===== src/rtl/seq_pattern_tx_if.sv =====
// seq_pattern_tx_if: start/pattern request and serial bit stream of the pattern transmitter
interface seq_pattern_tx_if #(
    parameter int LEN = 8,
    parameter int CW  = $clog2(LEN) + 1
);
    logic           start;
    logic [LEN-1:0] pattern;
    logic [CW-1:0]  nbits;
    logic           repeat_en;
    logic           x;
    logic           bit_valid;
    logic           busy;
    logic           done;
    modport master (output start, pattern, nbits, repeat_en, input x, bit_valid, busy, done);
    modport slave  (input start, pattern, nbits, repeat_en, output x, bit_valid, busy, done);
endinterface


===== src/rtl/seq_pattern_tx.sv =====
// seq_pattern_tx: shifts a 1..LEN bit pattern out MSB first, DIV clocks per bit, optional repeat
module seq_pattern_tx #(
    parameter int DIV = 3,
    parameter int LEN = 8,
    parameter int CW  = $clog2(LEN) + 1
) (
    input logic           clk,
    input logic           rst,
    seq_pattern_tx_if.slave bus
);
    localparam int DW = DIV > 1 ? $clog2(DIV) : 1;
    typedef enum logic {IDLE, SEND} state_t;
    state_t         state, state_d;
    logic [LEN-1:0] pat_q, pat_d;
    logic [CW-1:0]  n_q, n_d, idx_q, idx_d;
    logic [DW-1:0]  div_q, div_d;
    logic           done_q, done_d;
    logic           last_div;
    // rst is active-low; outputs derive only from registers
    always_ff @(posedge clk or negedge rst) begin
        if (!rst) begin
            state  <= IDLE;
            pat_q  <= '0;
            n_q    <= '0;
            idx_q  <= '0;
            div_q  <= '0;
            done_q <= 1'b0;
        end else begin
            state  <= state_d;
            pat_q  <= pat_d;
            n_q    <= n_d;
            idx_q  <= idx_d;
            div_q  <= div_d;
            done_q <= done_d;
        end
    end
    assign last_div = div_q == DW'(DIV - 1);
    always_comb begin
        state_d = state;
        pat_d   = pat_q;
        n_d     = n_q;
        idx_d   = idx_q;
        div_d   = div_q;
        done_d  = 1'b0;
        if (state == IDLE) begin
            if (bus.start && bus.nbits != '0 && bus.nbits <= CW'(LEN)) begin
                state_d = SEND;
                pat_d   = bus.pattern;
                n_d     = bus.nbits;
                idx_d   = bus.nbits - CW'(1);
                div_d   = '0;
            end
        end else begin
            div_d = last_div ? '0 : div_q + DW'(1);
            if (last_div) begin
                if (idx_q != '0) idx_d = idx_q - CW'(1);
                else if (bus.repeat_en) idx_d = n_q - CW'(1);
                else begin
                    state_d = IDLE;
                    done_d  = 1'b1;
                end
            end
        end
    end
    assign bus.x         = (state == SEND) & |(pat_q & (LEN'(1) << idx_q));
    assign bus.bit_valid = (state == SEND) && div_q == '0;
    assign bus.busy      = state == SEND;
    assign bus.done      = done_q;
endmodule


===== src/flat_wrapper.sv =====
// flat-port wrapper written by rule: the top's interface ports become plain ports
module seq_pattern_tx_flat 
#(
    parameter int DIV = 3,
    parameter int LEN = 8,
    parameter int CW  = $clog2(LEN) + 1
)
  (clk, rst, bus_start, bus_pattern, bus_nbits, bus_repeat_en, bus_x, bus_bit_valid, bus_busy, bus_done);
  seq_pattern_tx_if #(.LEN(LEN), .CW(CW)) bus_i ();
  input logic clk;
  input logic rst;
  input wire logic [$bits(bus_i.start)-1:0] bus_start;
  input wire logic [$bits(bus_i.pattern)-1:0] bus_pattern;
  input wire logic [$bits(bus_i.nbits)-1:0] bus_nbits;
  input wire logic [$bits(bus_i.repeat_en)-1:0] bus_repeat_en;
  output wire logic [$bits(bus_i.x)-1:0] bus_x;
  output wire logic [$bits(bus_i.bit_valid)-1:0] bus_bit_valid;
  output wire logic [$bits(bus_i.busy)-1:0] bus_busy;
  output wire logic [$bits(bus_i.done)-1:0] bus_done;
  assign bus_i.start = bus_start;
  assign bus_i.pattern = bus_pattern;
  assign bus_i.nbits = bus_nbits;
  assign bus_i.repeat_en = bus_repeat_en;
  assign bus_x = bus_i.x;
  assign bus_bit_valid = bus_i.bit_valid;
  assign bus_busy = bus_i.busy;
  assign bus_done = bus_i.done;
  seq_pattern_tx #(.DIV(DIV), .LEN(LEN), .CW(CW)) u_core (.clk(clk), .rst(rst), .bus(bus_i));
endmodule

===== config.mk =====
export PLATFORM = sky130hd
export DESIGN_NAME = seq_pattern_tx_flat
export DESIGN_NICKNAME = d
export VERILOG_FILES = /design/src/rtl/seq_pattern_tx_if.sv /design/src/rtl/seq_pattern_tx.sv /design/src/flat_wrapper.sv
export SDC_FILE = /design/constraint.sdc
export NUM_CORES = 1
export LEC_CHECK = 0
export ABC_AREA = 1
export CAP_MARGIN = 15
export CORE_ASPECT_RATIO = 1.5
export CORE_UTILIZATION = 51
export DETAILED_ROUTE_END_ITERATION = 8
export PLACE_DENSITY = 0.78
export SKIP_LAST_GASP = 1
export SYNTH_ARGS = -nofsm -noshare
export SYNTH_HDL_FRONTEND = slang
export SYNTH_SLANG_ARGS = --single-unit

===== constraint.sdc =====
create_clock -name clk -period 1.9 [get_ports clk]
set_input_delay 0.57 -clock clk [delete_from_list [all_inputs] [get_ports clk]]
set_output_delay 0.57 -clock clk [all_outputs]
set_load 0.05 [all_outputs]

After elaboration in Yosys (flattened, before gate mapping)

Index checks and enable logic that the tools add are counted.

Register bits after elaboration: 20
Word-level logic and storage cells: 45
Output and inout bits: 4

Order comparisons: 1
$add $sub $neg: 4
Reductions and logical operators: 10
Equal/unequal tests: 3
Shift operators: 1
Mux-type cells: 17
Bitwise gates (word level): 3

Operators by type and width:

| operator              | count |
|---|---|
| $mux W4               | 5 |
| $sub A4 B1 Y4 const B | 3 |
| $mux W1               | 9 |
| $and A8 B8 Y8         | 1 |
| $reduce_bool A4 Y1    | 2 |
| $reduce_or A8 Y1      | 1 |
| $shl A1 B4 Y8 const A | 1 |
| $mux W2               | 3 |
| $le A4 B4 Y1 const B  | 1 |
| $logic_and A1 B1 Y1   | 3 |
| $ne A3 B3 Y1 const B  | 1 |
| $reduce_and A3 Y1     | 1 |
| $add A2 B1 Y2 const B | 1 |
| $eq A2 B2 Y1 const B  | 1 |
| $logic_not A2 Y1      | 1 |
| $ne A2 B2 Y1 const B  | 1 |
| $reduce_and A2 Y1     | 1 |
| $reduce_bool A2 Y1    | 1 |
| $and A1 B1 Y1         | 1 |
| $not A1 Y1            | 1 |

Depth between registers and ports, before layout

Gate-level depths: netlist of the first run.

Depth in word-level cells: 5
Gate-level depth with buffers: 9

Worst setup path before layout of the first run

Ideal clock, no wire load.

Path kind: register to output
Start: register u_core.state (netlist: u_core.bus.busy)
End: output port bus_x
Path slack: -0.654 ns
Buffers on the path: 1
Arrival: 1.984 ns
Stages on the path, launching flop included: 4
Path through: dfrtp_1 > buf_6 > nand2_1 > nor3_1

Longest elaborated chain between the ends: 1

RTL lines:

| what                   | line                 | source |
|---|---|---|
| start, declared        | seq_pattern_tx.sv:13 | `state_t state, state_d;` |
| start signal, assigned | seq_pattern_tx.sv:29 | `state <= state_d;` |
| $and A1 B1 Y1          | seq_pattern_tx.sv:65 | `assign bus.x = (state == SEND) & \|(pat_q & (LEN'(1) << idx_q));` |
| end, declared          | flat_wrapper.sv:16   | `output wire logic [$bits(bus_i.x)-1:0] bus_x;` |

No other way between the ends.

Worst setup path in the final report of the first run

Start: register u_core.idx_q[0]
End: output port bus_x

Longest elaborated chain between the ends: 4

RTL lines:

| what                   | line                 | source |
|---|---|---|
| start, declared        | seq_pattern_tx.sv:15 | `logic [CW-1:0] n_q, n_d, idx_q, idx_d;` |
| start signal, assigned | seq_pattern_tx.sv:32 | `idx_q <= idx_d;` |
| $shl A1 B4 Y8          | seq_pattern_tx.sv:65 |  |
| $and A8 B8 Y8          | seq_pattern_tx.sv:65 |  |
| $reduce_or A8 Y1       | seq_pattern_tx.sv:65 |  |
| $and A1 B1 Y1          | seq_pattern_tx.sv:65 |  |

No other way between the ends.

==> results of run 1 <==
worst paths after layout:
check                                 from              end  slack, ps  depth (start not counted)
hold / removal               u_core.n_q[1]    u_core.n_q[1]        520                          1
hold reg to reg              u_core.n_q[1]    u_core.n_q[1]        520                          1
max in group asynchronous              rst  u_core.bus.busy       1090                          2
setup reg to reg           u_core.idx_q[1]  u_core.idx_q[2]        200                          9
min in group asynchronous              rst  u_core.idx_q[1]        580                          2
setup / recovery           u_core.idx_q[0]            bus_x       -240                          6
layer usage:
metal  global-route usage (%)  up-vias  wire length (um)
li1                         -      496                 -
met1                     27.5      494               973
met2                     47.0       34              1530
met3                     4.51       11               100
met4                     14.8        0               107
met5                        0        -                 0
cell usage in the layout, fill, tap and decap left out, drive strengths merged:
cell type,Yosys,final
o2111ai,1,1
nand2,41,41
nor2,13,13
inv,14,14
nand3,13,13
nor4,1,1
o21bai,1,1
buf,3,14
o21ai,16,16
xor2,1,1
a21oi,2,2
clkbuf,0,4
nand4,2,2
o22ai,1,1
ha,1,1
o21a,2,2
clkdlybuf4s50,0,15
dfrtp,20,20
nor3,1,1
logic make-up after synthesis:
group           after synthesis  synth area share (%)
simple gates                 71                  34.4
compound gates               23                  11.4
flops                        20                  44.8
buf+inv                      17                  7.40
xor+xnor                      1                 0.785
fa+ha+maj                     1                  1.12
state kept, by name, summed over array words and instances (netlist names):
name	flops
u_core.bus.done	1
u_core.n_q	4
u_core.pat_q	8
u_core.idx_q	4
u_core.div_q	2
u_core.bus.busy	1
through the flow:
stage	TNS [ps]	cell area (um2)
after detailed placement	-676	1400
after global routing	-308	1490
after global placement	-37.4	1400
after floorplan	0	1140
after CTS	-175	1460
final	-244	1490
power by group through the flow:
stage	logic (mW)	clock network (mW)	registers, mW
after floorplan	0.909	0	0.786
after global placement	1.30	0	0.796
after detailed placement	1.34	0	0.800
after CTS	1.42	0.219	0.796
after global routing	1.63	0.240	0.837
final	1.49	0.217	0.819
worst max-delay path, stage by stage, from the launching register on:
cell and delay (ps):
dfrtp_2 500, inv_2 120, nand3_2 100, o2111ai_2 90
nor2_2 70, nor3_4 220, buf_12 160
area by class of cell:
| type | count | area [um2] | share of cell area [%] |
|---|---|---|---|
| flip-flops and latches | 20 | 504 | 33.8 |
| repair buffers | 29 | 297 | 19.9 |
| well taps | 22 | 27.5 | 1.84 |
| inverters | 14 | 55.1 | 3.69 |
| clock buffers | 4 | 26.3 | 1.76 |
| multi-input cells | 96 | 583 | 39.1 |
repair_timing:
item | CTS | global route
gates resized for setup | 8 | 6
pin swaps | 2 | 2
setup buffers | 3 | 1
endpoints found under the setup margin | 1 | 1
==> tab_implementation.tex, run 1 <==
\begin{tabular}{lr}
\hline
Metric & Value \\
\hline
\multicolumn{2}{l}{\textbf{Yosys}} \\
Number of enable-type register cells in the synthesized netlist & 0 \\
Combined area of all synthesized cells & 1120 um2 \\
Cell variety after synth & 28 \\
Cells after Synth & 133 \\
Synth top area share & 44.8\% \\
Top cells by instance count after synthesis & nand2\_1 (38), dfrtp\_1 (20), o21ai\_0 (13) \\
Number of nets produced by synthesis & 150 \\
Number of storage elements in the synthesis netlist & 20 \\
Biggest area contributors in the synthesized netlist & dfrtp\_1 (45\%), nand2\_1 (13\%), o21ai\_0 (5.8\%) \\
Synthesized area per cell & 8.39 um2 \\
Number of warnings printed during yosys synthesis & 0 \\
Post-synthesis sequential area ratio & 44.8\% \\
Dominant synthesized flop cell & dfrtp\_1 \\
Post-synthesis cell type with the largest combined area & dfrtp\_1 \\
Ys async rst share & 100\% \\
Most instantiated library cell after synthesis & nand2\_1 \\
\multicolumn{2}{l}{\textbf{Global routing}} \\
Number of global-route vias before repair & 1,020 \\
Largest net degree at the start of global routing & 21 \\
Wire length of the first global-routing pass & 4.24 mm \\
GRT Overall Usage & 26.5\% \\
Sum of overflow across all layers after global routing & 0 \\
Number of antenna violations at the first check in global routing & 0 \\
\multicolumn{2}{l}{\textbf{Pwr}} \\
PnR Total Power & 2.53 mW \\
Switching share of power & 46.4\% \\
Clock share of power & 8.6\% \\
Static leakage power & 0.710 nW \\
Register share of total power & 32.4\% \\
Power share of the combinational group & 59.0\% \\
Max IR drop VDD & 0.836 mV \\
Internal Dissipation & 1.36 mW \\
Power spent charging and discharging nets & 1.17 mW \\
Cell area power density & 1690 nW/um2 \\
\multicolumn{2}{l}{\textbf{Finish}} \\
Final core utilization & 72.7\% \\
Area grow syn2layout & 33.7\% \\
Layout cell share with drive strength beyond 1 & 28.8\% \\
Nets & 181 \\
Count of non-filler cells in the finished layout & 185 \\
Diode count & 0 \\
Fill count & 160 \\
\multicolumn{2}{l}{\textbf{Detailed routing}} \\
Residual DRC count & 0 \\
Vias per cell & 5.59 \\
Drt first pass iters & 4 \\
Detailed-route wire length per cell & 14.6 um \\
Iteration-0 DRC Markers & 50 \\
Routed WL & 2.71 mm \\
Post-detailed-route count of antenna-violating nets & 0 \\
Via count & 1,035 \\
\multicolumn{2}{l}{\textbf{Placed design}} \\
Post-Place Worst Slack & -102 ps \\
Number of placed instances, taps included & 177 \\
Placed wire-length estimate after detailed placement & 1.95 mm \\
Number of buffer cells added on primary ports & 19 \\
Global placement routability congestion & 0.818 \\
\multicolumn{2}{l}{\textbf{STA}} \\
Tcrit/Tclk final & 113\% \\
Peak clock frequency supported by timing & 0.466 GHz \\
Headroom to the max-slew limit & 73.7\% \\
Setup violations, final & 1 \\
Setup repair after global routing missed its margin & yes \\
Setup ws final & -244 ps \\
Final hold slack & 521 ps \\
Final Hold Vio Count & 0 \\
Min cycle time layout & 2140 ps \\
Slew Viols, Final & 0 \\
Worst Max-Slew Pin Slew & 391 ps \\
Clock skew & 6.84 ps \\
\multicolumn{2}{l}{\textbf{Critical path}} \\
Element type at the critical path end & primary output \\
Data arrival time at the worst-slack endpoint & 1570 ps \\
Required time of the critical path & 1330 ps \\
Critical Path Start Type & flop \\
Maximum net fanout on the critical path & 6 \\
Critical path class & reg2out \\
\multicolumn{2}{l}{\textbf{Min path}} \\
Hold WC Path Type & reg2reg \\
\multicolumn{2}{l}{\textbf{Die}} \\
Area of the die & 2380 um2 \\
Area of the placeable core & 2050 um2 \\
Number of standard-cell rows in the floorplan & 20 \\
Top-level port count & 20 \\
Die outline width & 40.2 um \\
Y dimension of the die & 59.3 um \\
Effective utilization at floorplan & 54.4\% \\
\multicolumn{2}{l}{\textbf{Run}} \\
Number of max-cap violations & 0 \\
\multicolumn{2}{l}{\textbf{Clocking}} \\
Number of hold buffers added after cts & 0 \\
Clock tree from TritonCTS & yes \\
Htree depth & 1 \\
Clock buffers created by TritonCTS & 3 \\
Insertion delay of the later-clocked pin in the worst-skew pair & 310 ps \\
Clock Tree Buf Depth & 2 \\
Cell chosen for the clock root & clkbuf\_4 \\
Sink count of the clock tree & 20 \\
Clk pin slew, worst setup/hold paths & 110 ps \\
\multicolumn{2}{l}{\textbf{Status}} \\
Run status & finished, violations left \\
Violated checks & setup timing \\
\hline
\end{tabular}
No activity file was read; power rests on OpenSTA's default activity.
==> run 2, diff against run 1 <==
--- a/config.mk
+++ b/config.mk
@@ -7,7 +7,7 @@
 export LEC_CHECK = 0
 export ABC_AREA = 1
 export CAP_MARGIN = 15
-export CORE_ASPECT_RATIO = 1.5
+export CORE_ASPECT_RATIO = 1.1
 export CORE_UTILIZATION = 51
 export DETAILED_ROUTE_END_ITERATION = 8
 export PLACE_DENSITY = 0.78
==> tab_implementation.tex, run 2 (same netlist as run 1, synthesis figures left out) <==
\begin{tabular}{lr}
\hline
Metric & Value \\
\hline
\multicolumn{2}{l}{\textbf{Status}} \\
Run status & finished, violations left \\
Violated checks & setup timing \\
\multicolumn{2}{l}{\textbf{Critical path}} \\
Kind of cell adding the most delay to the critical path & flip-flops \\
Cell with the largest stage delay on the worst path & dfrtp\_2 \\
Data arrival time at the worst-slack endpoint & 1500 ps \\
Critical path class & reg2out \\
Required time of the critical path & 1330 ps \\
Element type at the critical path end & primary output \\
Top cell by count, worst path & nand3\_1 \\
Crit path largest cell delay & 480 ps \\
Critical Path Start Type & flop \\
Buffers plus inverters on the worst setup path & 2 \\
Maximum net fanout on the critical path & 6 \\
Cell-by-cell trace of the critical path & buf\_6 > nand3\_1 > nand3\_1 > nor2\_2 > nor3\_4 > buf\_12 \\
\multicolumn{2}{l}{\textbf{Clocking}} \\
Cell chosen for the clock root & clkbuf\_4 \\
Number of hold buffers added after cts & 0 \\
Clk pin slew, worst setup/hold paths & 120 ps \\
Clock Tree Buf Depth & 2 \\
Clock buffers created by TritonCTS & 3 \\
Clock tree from TritonCTS & yes \\
Htree depth & 1 \\
Insertion delay of the later-clocked pin in the worst-skew pair & 320 ps \\
Sink count of the clock tree & 20 \\
\multicolumn{2}{l}{\textbf{STA}} \\
Worst Max-Slew Pin Slew & 407 ps \\
Peak clock frequency supported by timing & 0.483 GHz \\
Clock skew & 7.71 ps \\
Headroom to the max-slew limit & 72.6\% \\
Final Hold Vio Count & 0 \\
Slew Viols, Final & 0 \\
Min cycle time layout & 2070 ps \\
Final hold slack & 523 ps \\
Setup violations, final & 1 \\
Setup ws final & -170 ps \\
Tcrit/Tclk final & 109\% \\
Setup repair after global routing missed its margin & yes \\
Setup TNS & -170 ps \\
\multicolumn{2}{l}{\textbf{Finish}} \\
Most frequent cells in the layout & nand2\_1 (37), dfrtp\_1 (17), clkdlybuf4s50\_1 (15), o21ai\_0 (12), inv\_1 (11) \\
Area grow syn2layout & 34.0\% \\
Final core utilization & 73.2\% \\
Layout cell share with drive strength beyond 1 & 26.3\% \\
Largest register by flop count & u\_core.pat\_q \\
Flip-flop count of the largest register, all copies and words added & 8 \\
Diode count & 0 \\
Fill count & 150 \\
Leading cell type in the layout, fill and taps excluded & nand2\_1 \\
Nets & 178 \\
Registers with the most flip-flops & u\_core.pat\_q x8, u\_core.idx\_q x4, u\_core.n\_q x4 \\
\multicolumn{2}{l}{\textbf{Die}} \\
Area of the placeable core & 2040 um2 \\
Area of the die & 2380 um2 \\
Effective utilization at floorplan & 54.7\% \\
Y dimension of the die & 51.1 um \\
Number of standard-cell rows in the floorplan & 17 \\
Top-level port count & 20 \\
Die outline width & 46.6 um \\
\multicolumn{2}{l}{\textbf{Global routing}} \\
Largest net degree at the start of global routing & 21 \\
Number of antenna violations at the first check in global routing & 0 \\
Wire length of the first global-routing pass & 3.88 mm \\
Number of global-route vias before repair & 885 \\
GRT Overall Usage & 23.2\% \\
Sum of overflow across all layers after global routing & 0 \\
\multicolumn{2}{l}{\textbf{Run}} \\
Number of max-cap violations & 0 \\
\multicolumn{2}{l}{\textbf{Placed design}} \\
Number of buffer cells added on primary ports & 19 \\
Global placement routability congestion & 0.835 \\
Placed wire-length estimate after detailed placement & 1.76 mm \\
\multicolumn{2}{l}{\textbf{Detailed routing}} \\
Iteration-0 DRC Markers & 21 \\
Post-detailed-route count of antenna-violating nets & 0 \\
Drt first pass iters & 4 \\
Detailed-route wire length per cell & 12.3 um \\
Vias per cell & 5.12 \\
Routed WL & 2.31 mm \\
Via count & 963 \\
Residual DRC count & 0 \\
\multicolumn{2}{l}{\textbf{Min path}} \\
Hold WC Path Type & reg2reg \\
\multicolumn{2}{l}{\textbf{Pwr}} \\
Max IR drop VDD & 1.13 mV \\
Power share of the combinational group & 54.7\% \\
Switching share of power & 43.7\% \\
Internal Dissipation & 1.44 mW \\
Register share of total power & 31.3\% \\
Cell area power density & 1710 nW/um2 \\
Power spent charging and discharging nets & 1.12 mW \\
Clock share of power & 14.0\% \\
Static leakage power & 0.703 nW \\
\hline
\end{tabular}
[run 2: changes by cell type in the layout (fill, tap and decap cells not counted), sizes merged]
| cell | delta |
|---|---|
| buf | -3 |
| bufinv | +1 |
| clkbuf | -1 |
[run 2: worst paths after layout]
kind / endpoint / slack [ps] / depth (start not counted) / startpoint
max: bus_x / -170 / 6 / u_core.idx_q[1]
min: u_core.n_q[3] / 520 / 2 / u_core.n_q[3]
max reg2reg: u_core.idx_q[2] / 380 / 8 / u_core.idx_q[2]
min reg2reg: u_core.n_q[3] / 520 / 2 / u_core.n_q[3]
max in group asynchronous: u_core.bus.busy / 1090 / 2 / rst
min in group asynchronous: u_core.pat_q[7] / 580 / 2 / rst
[run 2: metrics by stage]
step           worst slack [ps]  std cells  total power, mW  instance area (um2)
2_1_floorplan              17.3        133             1.70                 1140
3_3_place_gp              -13.3        183             2.08                 1410
3_5_place_dp               -107        183             2.13                 1410
4_1_cts                    -166        188             2.56                 1500
5_1_grt                    -305        188             2.74                 1500
6_report                   -170        188             2.56                 1500
[run 2: worst min-delay path: cells and delay by family, from the launching register on]
family / cells / cell delay (ps)
flip-flops: 1 / 360
AO/OA/AOI/OAI: 1 / 80
AND/OR/NAND/NOR: 1 / 60
[run 2: what timing repair did]
item / in CTS / in global routing
buffers inserted: 1 / 0
endpoints found under the setup margin: 1 / 1
gates resized for setup: 11 / 0
pin swaps: 4 / 0
cloned: 0 / 0
[run 2: layout make-up]
class / instances / area (um2) / area share, %
clock inverter: 1 / 30.0 / 2.01
inverter: 14 / 55.1 / 3.68
sequential: 20 / 504 / 33.7
clock buffer: 3 / 22.5 / 1.51
multi-input combinational: 96 / 574 / 38.4
tap: 28 / 35.0 / 2.34
timing repair buffer: 26 / 274 / 18.3
[run 2: power groups by stage]
stage               logic (mW)  clock network [mW]  registers, mW
global placement          1.29                   0          0.788
global route              1.53               0.386          0.828
finish                    1.40               0.357          0.802
floorplan                0.909                   0          0.786
detailed placement        1.33                   0          0.795
CTS                       1.40               0.359          0.799
[run 2: metal layers]
metal | vias up | routed length, um | GRT usage, % | part of all wire (%)
li1 | 487 | - | - | -
met1 | 442 | 1080 | 31.1 | 47
met2 | 27 | 1090 | 35.6 | 47
met3 | 7 | 74 | 3.18 | 3.2
met4 | 0 | 64 | 11.8 | 2.8
met5 | - | 0 | 0 | 0
==> run 3, diff against run 2 <==
--- a/config.mk
+++ b/config.mk
@@ -5,10 +5,9 @@
 export SDC_FILE = /design/constraint.sdc
 export NUM_CORES = 1
 export LEC_CHECK = 0
-export ABC_AREA = 1
 export CAP_MARGIN = 15
 export CORE_ASPECT_RATIO = 1.1
-export CORE_UTILIZATION = 51
+export CORE_UTILIZATION = 50
 export DETAILED_ROUTE_END_ITERATION = 8
 export PLACE_DENSITY = 0.78
 export SKIP_LAST_GASP = 1
==> tab_implementation.tex, run 3 <==
\begin{tabular}{lr}
\hline
Metric & Value \\
\hline
\multicolumn{2}{l}{\textbf{Status}} \\
Violated checks & setup timing \\
Run status & finished, violations left \\
\multicolumn{2}{l}{\textbf{Detailed routing}} \\
Iteration-0 DRC Markers & 15 \\
Detailed-route wire length per cell & 15.2 um \\
Vias per cell & 5.80 \\
Residual DRC count & 0 \\
Via count & 835 \\
Routed WL & 2.19 mm \\
Post-detailed-route count of antenna-violating nets & 0 \\
Drt first pass iters & 4 \\
\multicolumn{2}{l}{\textbf{Yosys}} \\
Ys async rst share & 100\% \\
Number of warnings printed during yosys synthesis & 0 \\
Combined area of all synthesized cells & 1020 um2 \\
Cells after Synth & 85 \\
Number of storage elements in the synthesis netlist & 20 \\
Number of nets produced by synthesis & 102 \\
Cell variety after synth & 29 \\
Post-synthesis sequential area ratio & 49.2\% \\
Synthesized area per cell & 12.0 um2 \\
Dominant synthesized flop cell & dfrtp\_1 \\
Post-synthesis cell type with the largest combined area & dfrtp\_1 \\
Synth top area share & 49.2\% \\
Most instantiated library cell after synthesis & dfrtp\_1 \\
Number of enable-type register cells in the synthesized netlist & 0 \\
Top cells by instance count after synthesis & dfrtp\_1 (20), mux2\_2 (12), nor2\_1 (6) \\
Biggest area contributors in the synthesized netlist & dfrtp\_1 (49\%), mux2\_2 (13\%), mux4\_2 (4.4\%) \\
\multicolumn{2}{l}{\textbf{STA}} \\
Tcrit/Tclk final & 117\% \\
Final Hold Vio Count & 0 \\
Slew Viols, Final & 0 \\
Clock skew & 1.33 ps \\
Peak clock frequency supported by timing & 0.450 GHz \\
Setup ws final & -321 ps \\
Min cycle time layout & 2220 ps \\
Setup violations, final & 1 \\
Setup repair after global routing missed its margin & yes \\
Headroom to the max-slew limit & 75.0\% \\
Worst Max-Slew Pin Slew & 375 ps \\
\multicolumn{2}{l}{\textbf{Die}} \\
Area of the placeable core & 1840 um2 \\
Die outline width & 45.0 um \\
Y dimension of the die & 49.3 um \\
Area of the die & 2220 um2 \\
Effective utilization at floorplan & 55.2\% \\
Number of standard-cell rows in the floorplan & 16 \\
Top-level port count & 20 \\
\multicolumn{2}{l}{\textbf{Global routing}} \\
Sum of overflow across all layers after global routing & 0 \\
Largest net degree at the start of global routing & 21 \\
Wire length of the first global-routing pass & 3.77 mm \\
Number of global-route vias before repair & 913 \\
GR Util met3 & 7.41\% \\
Most used routing layer in global routing & met2 \\
Global Route met2 Usage & 40.3\% \\
Number of antenna violations at the first check in global routing & 0 \\
GRT Overall Usage & 23.3\% \\
M1 GR Usage & 26.3\% \\
\multicolumn{2}{l}{\textbf{Finish}} \\
Diode count & 0 \\
Flip-flop count of the largest register, all copies and words added & 8 \\
Leading cell type in the layout, fill and taps excluded & dfrtp\_1 \\
Registers with the most flip-flops & u\_core.pat\_q x8, u\_core.idx\_q x4, u\_core.n\_q x4 \\
Largest register by flop count & u\_core.pat\_q \\
Count of non-filler cells in the finished layout & 144 \\
Area grow syn2layout & 40.2\% \\
Layout cell share with drive strength beyond 1 & 43.6\% \\
Nets & 135 \\
Final core utilization & 77.4\% \\
Most frequent cells in the layout & dfrtp\_1 (18), buf\_4 (14), mux2\_2 (12), clkdlybuf4s50\_1 (11), nand2b\_1 (5) \\
\multicolumn{2}{l}{\textbf{Min path}} \\
Hold WC Path Type & reg2reg \\
Worst Min Path Start & u\_core.pat\_q[3] \\
Number of instances on the worst hold path & 1 \\
End of the worst hold path & u\_core.pat\_q[3] \\
\multicolumn{2}{l}{\textbf{Clocking}} \\
Htree depth & 1 \\
Clock tree from TritonCTS & yes \\
Insertion delay of the later-clocked pin in the worst-skew pair & 300 ps \\
Sink count of the clock tree & 20 \\
Clock Tree Buf Depth & 2 \\
Clock buffers created by TritonCTS & 3 \\
Cell chosen for the clock root & clkbuf\_4 \\
Clk pin slew, worst setup/hold paths & 110 ps \\
\multicolumn{2}{l}{\textbf{Run}} \\
Number of max-cap violations & 0 \\
\multicolumn{2}{l}{\textbf{Critical path}} \\
Critical register-to-register path endpoint & u\_core.idx\_q[2] \\
Critical path class & reg2out \\
Required time of the critical path & 1330 ps \\
Worst setup startpoint & u\_core.idx\_q[0] \\
Source of the worst register-to-register timing path & u\_core.idx\_q[0] \\
Setup slack of the worst register-to-register path & 0 ps \\
Critical Path Start Type & flop \\
Cell with the largest stage delay on the worst path & mux4\_2 \\
Reg2Reg Depth & 6 \\
Cell-by-cell trace of the critical path & mux4\_2 > mux2i\_1 > nor2\_2 > buf\_6 \\
Data arrival time at the worst-slack endpoint & 1650 ps \\
Maximum net fanout on the critical path & 4 \\
Crit path largest cell delay & 520 ps \\
Element type at the critical path end & primary output \\
\multicolumn{2}{l}{\textbf{Pwr}} \\
PnR Total Power & 1.92 mW \\
Cell area power density & 1350 nW/um2 \\
Static leakage power & 0.600 nW \\
Max IR drop VDD & 0.830 mV \\
\multicolumn{2}{l}{\textbf{Placed design}} \\
Placed wire-length estimate after detailed placement & 1.59 mm \\
Global placement routability congestion & 0.814 \\
Number of buffer cells added on primary ports & 19 \\
Number of placed instances, taps included & 139 \\
Post-Place Worst Slack & -872 ps \\
\hline
\end{tabular}
[run 3: cell count changes after synthesis, moves of 4 or more]
| cell | change |
|---|---|
| o21ai_0 | -12 |
| nand3_1 | -8 |
| mux2_2 | +12 |
| nand2b_1 | +5 |
| inv_1 | -12 |
| nor2_2 | -4 |
| nand2_1 | -35 |
| nor4b_1 | +4 |
[run 3: cell type report]
cell class / instances / area [um2]
multi-input combinational: 60 / 524
timing repair buffer: 33 / 329
fill: 137 / 415
sequential: 20 / 503
tap: 27 / 33.8
clock buffer: 4 / 36.3
[run 3: worst max-delay path by stage]
stage,cells after the start,endpoint
2_1_floorplan,4,bus_x
3_3_place_gp,5,u_core.pat_q[5]
3_5_place_dp,5,u_core.pat_q[5]
4_1_cts,4,bus_x
5_1_grt,4,bus_x
6_report,4,bus_x
[run 3: worst max-delay path, delay by kind of cell (launching register included)]
kind	cells	cell delay (ps)
simple gates	1	60
mux	2	700
buf+inv	1	150
flops	1	440
[run 3: per-stage QoR]
step | hold slack (ps) | setup TNS, ps | area, um2
after floorplan | 274 | 0 | 1030
after global placement | 482 | -12860 | 1350
after detailed placement | 493 | -13970 | 1350
after CTS | 520 | -339 | 1430
after global routing | 542 | -480 | 1430
final | 516 | -321 | 1430
[run 3: power by group]
group          switching [mW]  leakage [nW]  internal (mW)
Clock                   0.127        0.0210          0.117
Sequential              0.177         0.239          0.609
Combinational           0.377         0.340          0.514
[run 3: timing repair]
action,in CTS,in global routing
pin swaps,2,0
hold endpoints to repair,0,0
setup buffers,2,0
resized for setup,16,0
setup endpoints to repair,19,2
hold buffers,0,0
[run 3: per-layer routing]
metal	share of wire [%]	routed length (um)
met5	0	0
met1	40	867
met2	53	1160
met4	2.0	44
met3	5.3	116
[run 3: cells by family (layout without fill, tap and decap cells)]
family	count (synthesis)	count (layout)	synth area share, %
buffers and inverters	5	37	2.34
AND/OR/NAND/NOR	26	26	15.4
AO/OA/AOI/OAI	17	17	11.7
adder cells (fa/ha/maj)	1	1	1.23
multiplexers	16	16	20.2
flip-flops	20	20	49.2
